$ cat src/rtl/mac_seq_ctrl_pkg.sv
// Shared FSM encoding and default geometry for the MAC array sequencer.
// Latency: n/a (declarations only). Backpressure: n/a.
package mac_ctrl_pkg;

    localparam int DEF_ROWS = 4;
    localparam int DEF_COLS = 4;
    localparam int DEF_K_W  = 8;

    typedef enum logic [2:0] {
        S_IDLE,
        S_LOAD_W,
        S_STREAM,
        S_FLUSH,
        S_DRAIN,
        S_DONE
    } state_t;

    // Index width for n entries, never narrower than one bit.
    function automatic int addr_w(input int n);
        return (n > 1) ? $clog2(n) : 1;
    endfunction

endpackage

$ cat src/rtl/mac_seq_ctrl_if.sv
// Job request / PE strobe bundle between the array datapath and its sequencer.
// Latency: n/a (wires only). Backpressure: in_ready stalls input beats.
interface mac_seq_ctrl_if
    import mac_ctrl_pkg::*;
#(
    parameter int K_W  = DEF_K_W,
    parameter int COLS = DEF_COLS
) ();

    localparam int PA_W = addr_w(COLS);

    logic            start;
    logic            mode;
    logic [K_W-1:0]  k_len;
    logic            in_ready;

    logic            pe_mode;
    logic            weight_valid;
    logic [K_W-1:0]  weight_rd_addr;
    logic            input_valid;
    logic [K_W-1:0]  input_rd_addr;
    logic            psum_wr_en;
    logic [PA_W-1:0] psum_wr_addr;
    logic            busy;
    logic            done;

    // Job issuer / datapath side.
    modport master (
        output start, mode, k_len, in_ready,
        input  pe_mode, weight_valid, weight_rd_addr, input_valid, input_rd_addr,
        input  psum_wr_en, psum_wr_addr, busy, done
    );

    // Sequencer side.
    modport slave (
        input  start, mode, k_len, in_ready,
        output pe_mode, weight_valid, weight_rd_addr, input_valid, input_rd_addr,
        output psum_wr_en, psum_wr_addr, busy, done
    );

endinterface

$ cat src/rtl/mac_seq_ctrl.sv
// Sequences weight load, input streaming, skew flush and psum drain for a ROWSxCOLS PE array.
// Latency: done at 1 + (WS ? ROWS : 0) + k_len + stalls + ROWS+COLS-1 + COLS cycles after start.
// Backpressure: in_ready=0 holds STREAM and suppresses that cycle's beat; start is ignored while busy.
module mac_seq_ctrl
    import mac_ctrl_pkg::*;
#(
    parameter int ROWS = DEF_ROWS,
    parameter int COLS = DEF_COLS,
    parameter int K_W  = DEF_K_W
) (
    input  logic           clk,
    input  logic           reset,
    mac_seq_ctrl_if.slave  io
);

    localparam int PA_W  = addr_w(COLS);
    localparam int SK_W  = addr_w(ROWS + COLS);
    localparam int CNT_W = (K_W > SK_W) ? K_W : SK_W;

    state_t             state, state_n;
    logic [CNT_W-1:0]   cnt, cnt_n;
    logic               mode_q;
    logic [K_W-1:0]     k_q;
    logic               beat;

    always_ff @(posedge clk) begin
        if (reset) begin
            state  <= S_IDLE;
            cnt    <= '0;
            mode_q <= 1'b0;
            k_q    <= '0;
        end else begin
            state <= state_n;
            cnt   <= cnt_n;
            if (state == S_IDLE && io.start) begin
                mode_q <= io.mode;
                k_q    <= io.k_len;
            end
        end
    end

    // One step counter serves every timed state; it is zeroed on each state exit.
    always_comb begin
        state_n = state;
        cnt_n   = cnt;
        beat    = (state == S_STREAM) && io.in_ready;
        unique case (state)
            S_IDLE: begin
                cnt_n = '0;
                if (io.start) begin
                    if (io.k_len == '0)
                        state_n = S_DONE;
                    else if (io.mode)
                        state_n = S_LOAD_W;
                    else
                        state_n = S_STREAM;
                end
            end
            S_LOAD_W: begin
                if (cnt == CNT_W'(ROWS - 1)) begin
                    state_n = S_STREAM;
                    cnt_n   = '0;
                end else begin
                    cnt_n = cnt + 1'b1;
                end
            end
            S_STREAM: begin
                if (beat) begin
                    // Compare against k_len-1 so the all-ones k_len never needs a wider index.
                    if (cnt == CNT_W'(k_q - K_W'(1))) begin
                        state_n = S_FLUSH;
                        cnt_n   = '0;
                    end else begin
                        cnt_n = cnt + 1'b1;
                    end
                end
            end
            S_FLUSH: begin
                if (cnt == CNT_W'(ROWS + COLS - 2)) begin
                    state_n = S_DRAIN;
                    cnt_n   = '0;
                end else begin
                    cnt_n = cnt + 1'b1;
                end
            end
            S_DRAIN: begin
                if (cnt == CNT_W'(COLS - 1)) begin
                    state_n = S_DONE;
                    cnt_n   = '0;
                end else begin
                    cnt_n = cnt + 1'b1;
                end
            end
            S_DONE: begin
                state_n = S_IDLE;
                cnt_n   = '0;
            end
            default: begin
                state_n = S_IDLE;
                cnt_n   = '0;
            end
        endcase
    end

    // Strobes decode the registered state; only STREAM beats also qualify on the
    // same-cycle in_ready so a stalled cycle never issues a beat.
    always_comb begin
        io.pe_mode        = mode_q;
        io.weight_valid   = (state == S_LOAD_W) || (beat && !mode_q);
        io.weight_rd_addr = io.weight_valid ? K_W'(cnt) : '0;
        io.input_valid    = beat;
        io.input_rd_addr  = beat ? K_W'(cnt) : '0;
        io.psum_wr_en     = (state == S_DRAIN);
        io.psum_wr_addr   = io.psum_wr_en ? PA_W'(cnt) : '0;
        io.busy           = (state != S_IDLE);
        io.done           = (state == S_DONE);
    end

endmodule

$ cat src/flat_wrapper.sv
// flat-port wrapper written by rule: the top's interface ports become plain ports
module mac_seq_ctrl_flat import mac_ctrl_pkg::*;
#(
    parameter int ROWS = DEF_ROWS,
    parameter int COLS = DEF_COLS,
    parameter int K_W  = DEF_K_W
)
  (clk, reset, io_start, io_mode, io_k_len, io_in_ready, io_pe_mode, io_weight_valid, io_weight_rd_addr, io_input_valid, io_input_rd_addr, io_psum_wr_en, io_psum_wr_addr, io_busy, io_done);
  mac_seq_ctrl_if #(.K_W(K_W), .COLS(COLS)) io_i ();
  input  logic clk;
  input  logic reset;
  input wire logic [$bits(io_i.start)-1:0] io_start;
  input wire logic [$bits(io_i.mode)-1:0] io_mode;
  input wire logic [$bits(io_i.k_len)-1:0] io_k_len;
  input wire logic [$bits(io_i.in_ready)-1:0] io_in_ready;
  output wire logic [$bits(io_i.pe_mode)-1:0] io_pe_mode;
  output wire logic [$bits(io_i.weight_valid)-1:0] io_weight_valid;
  output wire logic [$bits(io_i.weight_rd_addr)-1:0] io_weight_rd_addr;
  output wire logic [$bits(io_i.input_valid)-1:0] io_input_valid;
  output wire logic [$bits(io_i.input_rd_addr)-1:0] io_input_rd_addr;
  output wire logic [$bits(io_i.psum_wr_en)-1:0] io_psum_wr_en;
  output wire logic [$bits(io_i.psum_wr_addr)-1:0] io_psum_wr_addr;
  output wire logic [$bits(io_i.busy)-1:0] io_busy;
  output wire logic [$bits(io_i.done)-1:0] io_done;
  assign io_i.start = io_start;
  assign io_i.mode = io_mode;
  assign io_i.k_len = io_k_len;
  assign io_i.in_ready = io_in_ready;
  assign io_pe_mode = io_i.pe_mode;
  assign io_weight_valid = io_i.weight_valid;
  assign io_weight_rd_addr = io_i.weight_rd_addr;
  assign io_input_valid = io_i.input_valid;
  assign io_input_rd_addr = io_i.input_rd_addr;
  assign io_psum_wr_en = io_i.psum_wr_en;
  assign io_psum_wr_addr = io_i.psum_wr_addr;
  assign io_busy = io_i.busy;
  assign io_done = io_i.done;
  mac_seq_ctrl #(.ROWS(ROWS), .COLS(COLS), .K_W(K_W)) u_core (.clk(clk), .reset(reset), .io(io_i));
endmodule
$ cat config.mk
export PLATFORM = sky130hd
export DESIGN_NAME = mac_seq_ctrl_flat
export DESIGN_NICKNAME = d
export VERILOG_FILES = /design/src/rtl/mac_seq_ctrl_pkg.sv /design/src/rtl/mac_seq_ctrl_if.sv /design/src/rtl/mac_seq_ctrl.sv /design/src/flat_wrapper.sv
export SDC_FILE = /design/constraint.sdc
export NUM_CORES = 1
export LEC_CHECK = 0
export BUFFER_PORTS_ARGS = -buffer_cell sky130_fd_sc_hd__buf_2
export CAP_MARGIN = 5
export CORE_MARGIN = 2
export CORE_UTILIZATION = 40
export CTS_CLUSTER_SIZE = 20
export DETAILED_ROUTE_END_ITERATION = 16
export HOLD_SLACK_MARGIN = 0.08
export PLACE_DENSITY = 0.72
export SETUP_SLACK_MARGIN = 0.02
export SLEW_MARGIN = 5
export SYNTH_ARGS = -nofsm -noshare
export SYNTH_HDL_FRONTEND = slang
export SYNTH_SLANG_ARGS = --single-unit
$ cat constraint.sdc
create_clock -name clk -period 6.66 [get_ports clk]
set_input_delay 1.998 -clock clk [delete_from_list [all_inputs] [get_ports clk]]
set_output_delay 1.998 -clock clk [all_outputs]
set_load 0.1 [all_outputs]
==> results.yml <==
outcome:
  status: "finished clean"
sta:
  fmax_ghz: 0.181
  relSlewSlack: 0.459
  worst_slew_pin_slew_ns: 0.806
  finalHoldViolCount: 0
  finalClockSkew_ns: 0.00205
  finalMaxSlewViolations: 0
  grt_setup_unrepaired: "false"
  fin_crit_sh: 0.828
  setup_viol: 0
  min_period_ns: 5.51
  finalSetupTns_ns: 0
place:
  gp_congestion: 0.922
  hpwl_mm: 2.66
  io_buffers: 36
  place_area_sq_um: 1650
finish:
  nFillCells: 356
  nNetsFinal: 243
  drive_above_1_share: 0.212
  stdcell_area_sq_um: 1680
  diodes: 0
  area_growth_pct: 15.5
routing:
  avgViaCountPerCell: 5.57
  wl_per_cell_microns: 13.3
  firstDrtPassIters: 4
  drt_iter0_drc: 99
  num_vias: 1515
  antenna_left: 0
  drt_wl_total_mm: 3.61
  remaining_drc_errors: 0
synth:
  synth_flop_cell: "dfxtp_1"
  synth_adder_area_share: 0.0258
  synth_common_cells: "nand2_1 (32), dfxtp_1 (20), and2_1 (15), a21oi_1 (13), nor2_1 (12)"
  synth_area_leaders: "dfxtp_1 (27%), nand2_1 (8.2%), and2_1 (6.4%)"
  syn_area_per_cell_sq_um: 7.39
  synth_edf_count: 0
  synth_top_family_by_area: "simple AND/OR/NAND/NOR gates"
  ys_async_sr_fraction: 0
  synthCells: 197
  synth_area_leader_cell: "dfxtp_1"
  synth.most_common_cell: "nand2_1"
  yosysSeqAreaShare: 0.275
  synth_top_area_share: 0.275
  synth_cell_types: 43
  synth_compound_area_frac: 0.219
  ys_warn_count: 0
  synthMuxAreaShare: 0.0137
  yosys.area_share.simple: 0.357
  syn_nets: 213
  synth_seq_cells: 20
  synthXorXnorAreaFrac: 0.0601
  synth_area_sq_um: 1460
floorplanning:
  ios: 37
  initial_core_util: 0.426
  dieArea_sq_um: 4140
  chipHeight_microns: 64.3
  rows: 21
  core_area_sq_um: 3420
  die_w_microns: 64.3
grt:
  grt_max_degree: 16
  grt_pass1_wl_mm: 6.15
  grtUsageMet2: 0.293
  use_met3: 0.0370
  grt_overflow: 0
  top_usage_layer: "met2"
  first_global_vias: 1321
  track_usage: 0.185
  use_met1: 0.260
  antenna_found_initial: 0
hold_path:
  hold_class: "register to register"
setup_path:
  cpMaxStageDelayCell: "buf_2"
  worstPathRequired_ns: 4.66
  cp_common_cell: "buf_2"
  crit_chain: "buf_2 > nand2_1 > nor3_1 > a21oi_1 > nor2_1 > and2_1 > buf_2"
  path_max_fanout: 8
  timing_worst_setup_path_type: "primary input to output pin"
  critPathLaunchType: "primary input"
  cp-end-kind: "output pin"
  cp.arrival_ns: 3.51
  max_stage_delay_ns: 0.43
power:
  p_comb_frac: 0.522
  swShare: 0.527
  irDropWorstVdd_mv: 0.202
  power.leakage_nw: 0.763
  p_switching_mw: 0.269
  seq_power_share: 0.335
  power_density_nw_per_um2: 304
  p_int_mw: 0.241
  pwr-share-clk: 0.142
flow_run:
  cap_violations: 0
cts:
  cts_tree: "done"
  cts_setup_buffers: 0
  clk_pin_slew_worst_paths_ns: 0.12
  clockRootBuffer: "clkbuf_4"
  h-tree-depth: 1
  cts.sinks: 20
  clock_latency_ns: 0.30
  cts_buffers: 3
  clk_path_buf_depth: 2
  cts.repair.resized: 0
  postCtsHoldBufs: 0
-- kinds of logic (layout without fill, tap and decap cells) --
| logic type | Yosys count | count (layout) |
|---|---|---|
| AND/OR/NAND/NOR | 100 | 100 |
| multiplexers | 2 | 2 |
| flip-flops | 20 | 20 |
| adder cells (fa/ha/maj) | 3 | 3 |
| XOR/XNOR | 10 | 10 |
| AO/OA/AOI/OAI | 45 | 45 |
| buffers and inverters | 17 | 46 |
-- through the flow --
stage | total power, mW | worst slack (ns) | hold WS (ns) | cells | util
2_1_floorplan | 0.388 | 0.0525 | 0.448 | 197 | -
3_3_place_gp | 0.435 | 1.25 | 0.476 | 268 | 0.482
3_5_place_dp | 0.437 | 1.20 | 0.478 | 268 | 0.482
4_1_cts | 0.510 | 1.17 | 0.496 | 272 | 0.492
5_1_grt | 0.548 | 0.995 | 0.552 | 272 | 0.492
6_report | 0.510 | 1.15 | 0.489 | 272 | 0.492
-- critical path: cells and delay by family --
family | cells | cell delay [ns]
simple gates | 4 | 0.90
compound gates | 1 | 0.08
buf+inv | 2 | 0.53
-- flip-flops by register name (all words and copies together) (netlist names) --
signal and count:
u_core.cnt 8, u_core.k_q 8, u_core.state 3, u_core.io.pe_mode 1
-- layout make-up --
cell class,count,area (sq um),share of cell area
Tap cell,46,57.6,0.0342
Sequential cell,20,400,0.238
Clock buffer,4,36.3,0.0216
Inverter,6,22.5,0.0134
Timing Repair Buffer,36,180,0.107
Multi-Input combinational cell,160,985,0.586
-- worst paths after layout --
check / startpoint / endpoint / slack, ns / depth (start not counted)
min reg2reg: u_core.k_q[7]$_SDFFE_PP0P_ / u_core.k_q[7]$_SDFFE_PP0P_ / 0.49 / 2
min: u_core.k_q[7]$_SDFFE_PP0P_ / u_core.k_q[7]$_SDFFE_PP0P_ / 0.49 / 2
max reg2reg: u_core.cnt[1]$_SDFFE_PP0N_ / u_core.cnt[7]$_SDFFE_PP0N_ / 3.82 / 7
max: io_in_ready / io_weight_rd_addr[3] / 1.15 / 7
-- layout by cell type, fill, tap and decap left out, types with 4 or more instances in the layout --
cell | Yosys | layout
a211oi_1 | 4 | 4
a21oi_1 | 13 | 13
and2_1 | 15 | 15
and3_1 | 5 | 5
buf_2 | 0 | 36
dfxtp_1 | 20 | 20
inv_1 | 6 | 6
nand2_1 | 32 | 32
nand3_1 | 7 | 7
nor2_1 | 12 | 12
nor3_1 | 9 | 9
o21ai_0 | 4 | 4
o31ai_1 | 4 | 4
xnor2_1 | 4 | 4
xor2_1 | 6 | 6
-- per-layer routing --
layer  vias to the layer above  share of wire
met5                         -              0
met4                         0         0.0086
met3                         4          0.060
met2                        55           0.45
met1                       696           0.48
li1                        760              -
-- power by group through the flow --
stage	clock, mW	sequential (mW)	combinational [mW]
2_1_floorplan	0	0.162	0.225
3_3_place_gp	0	0.173	0.262
3_5_place_dp	0	0.173	0.264
4_1_cts	0.0751	0.170	0.266
5_1_grt	0.0810	0.176	0.291
6_report	0.0727	0.171	0.267
(Power assumes the default switching activity.)
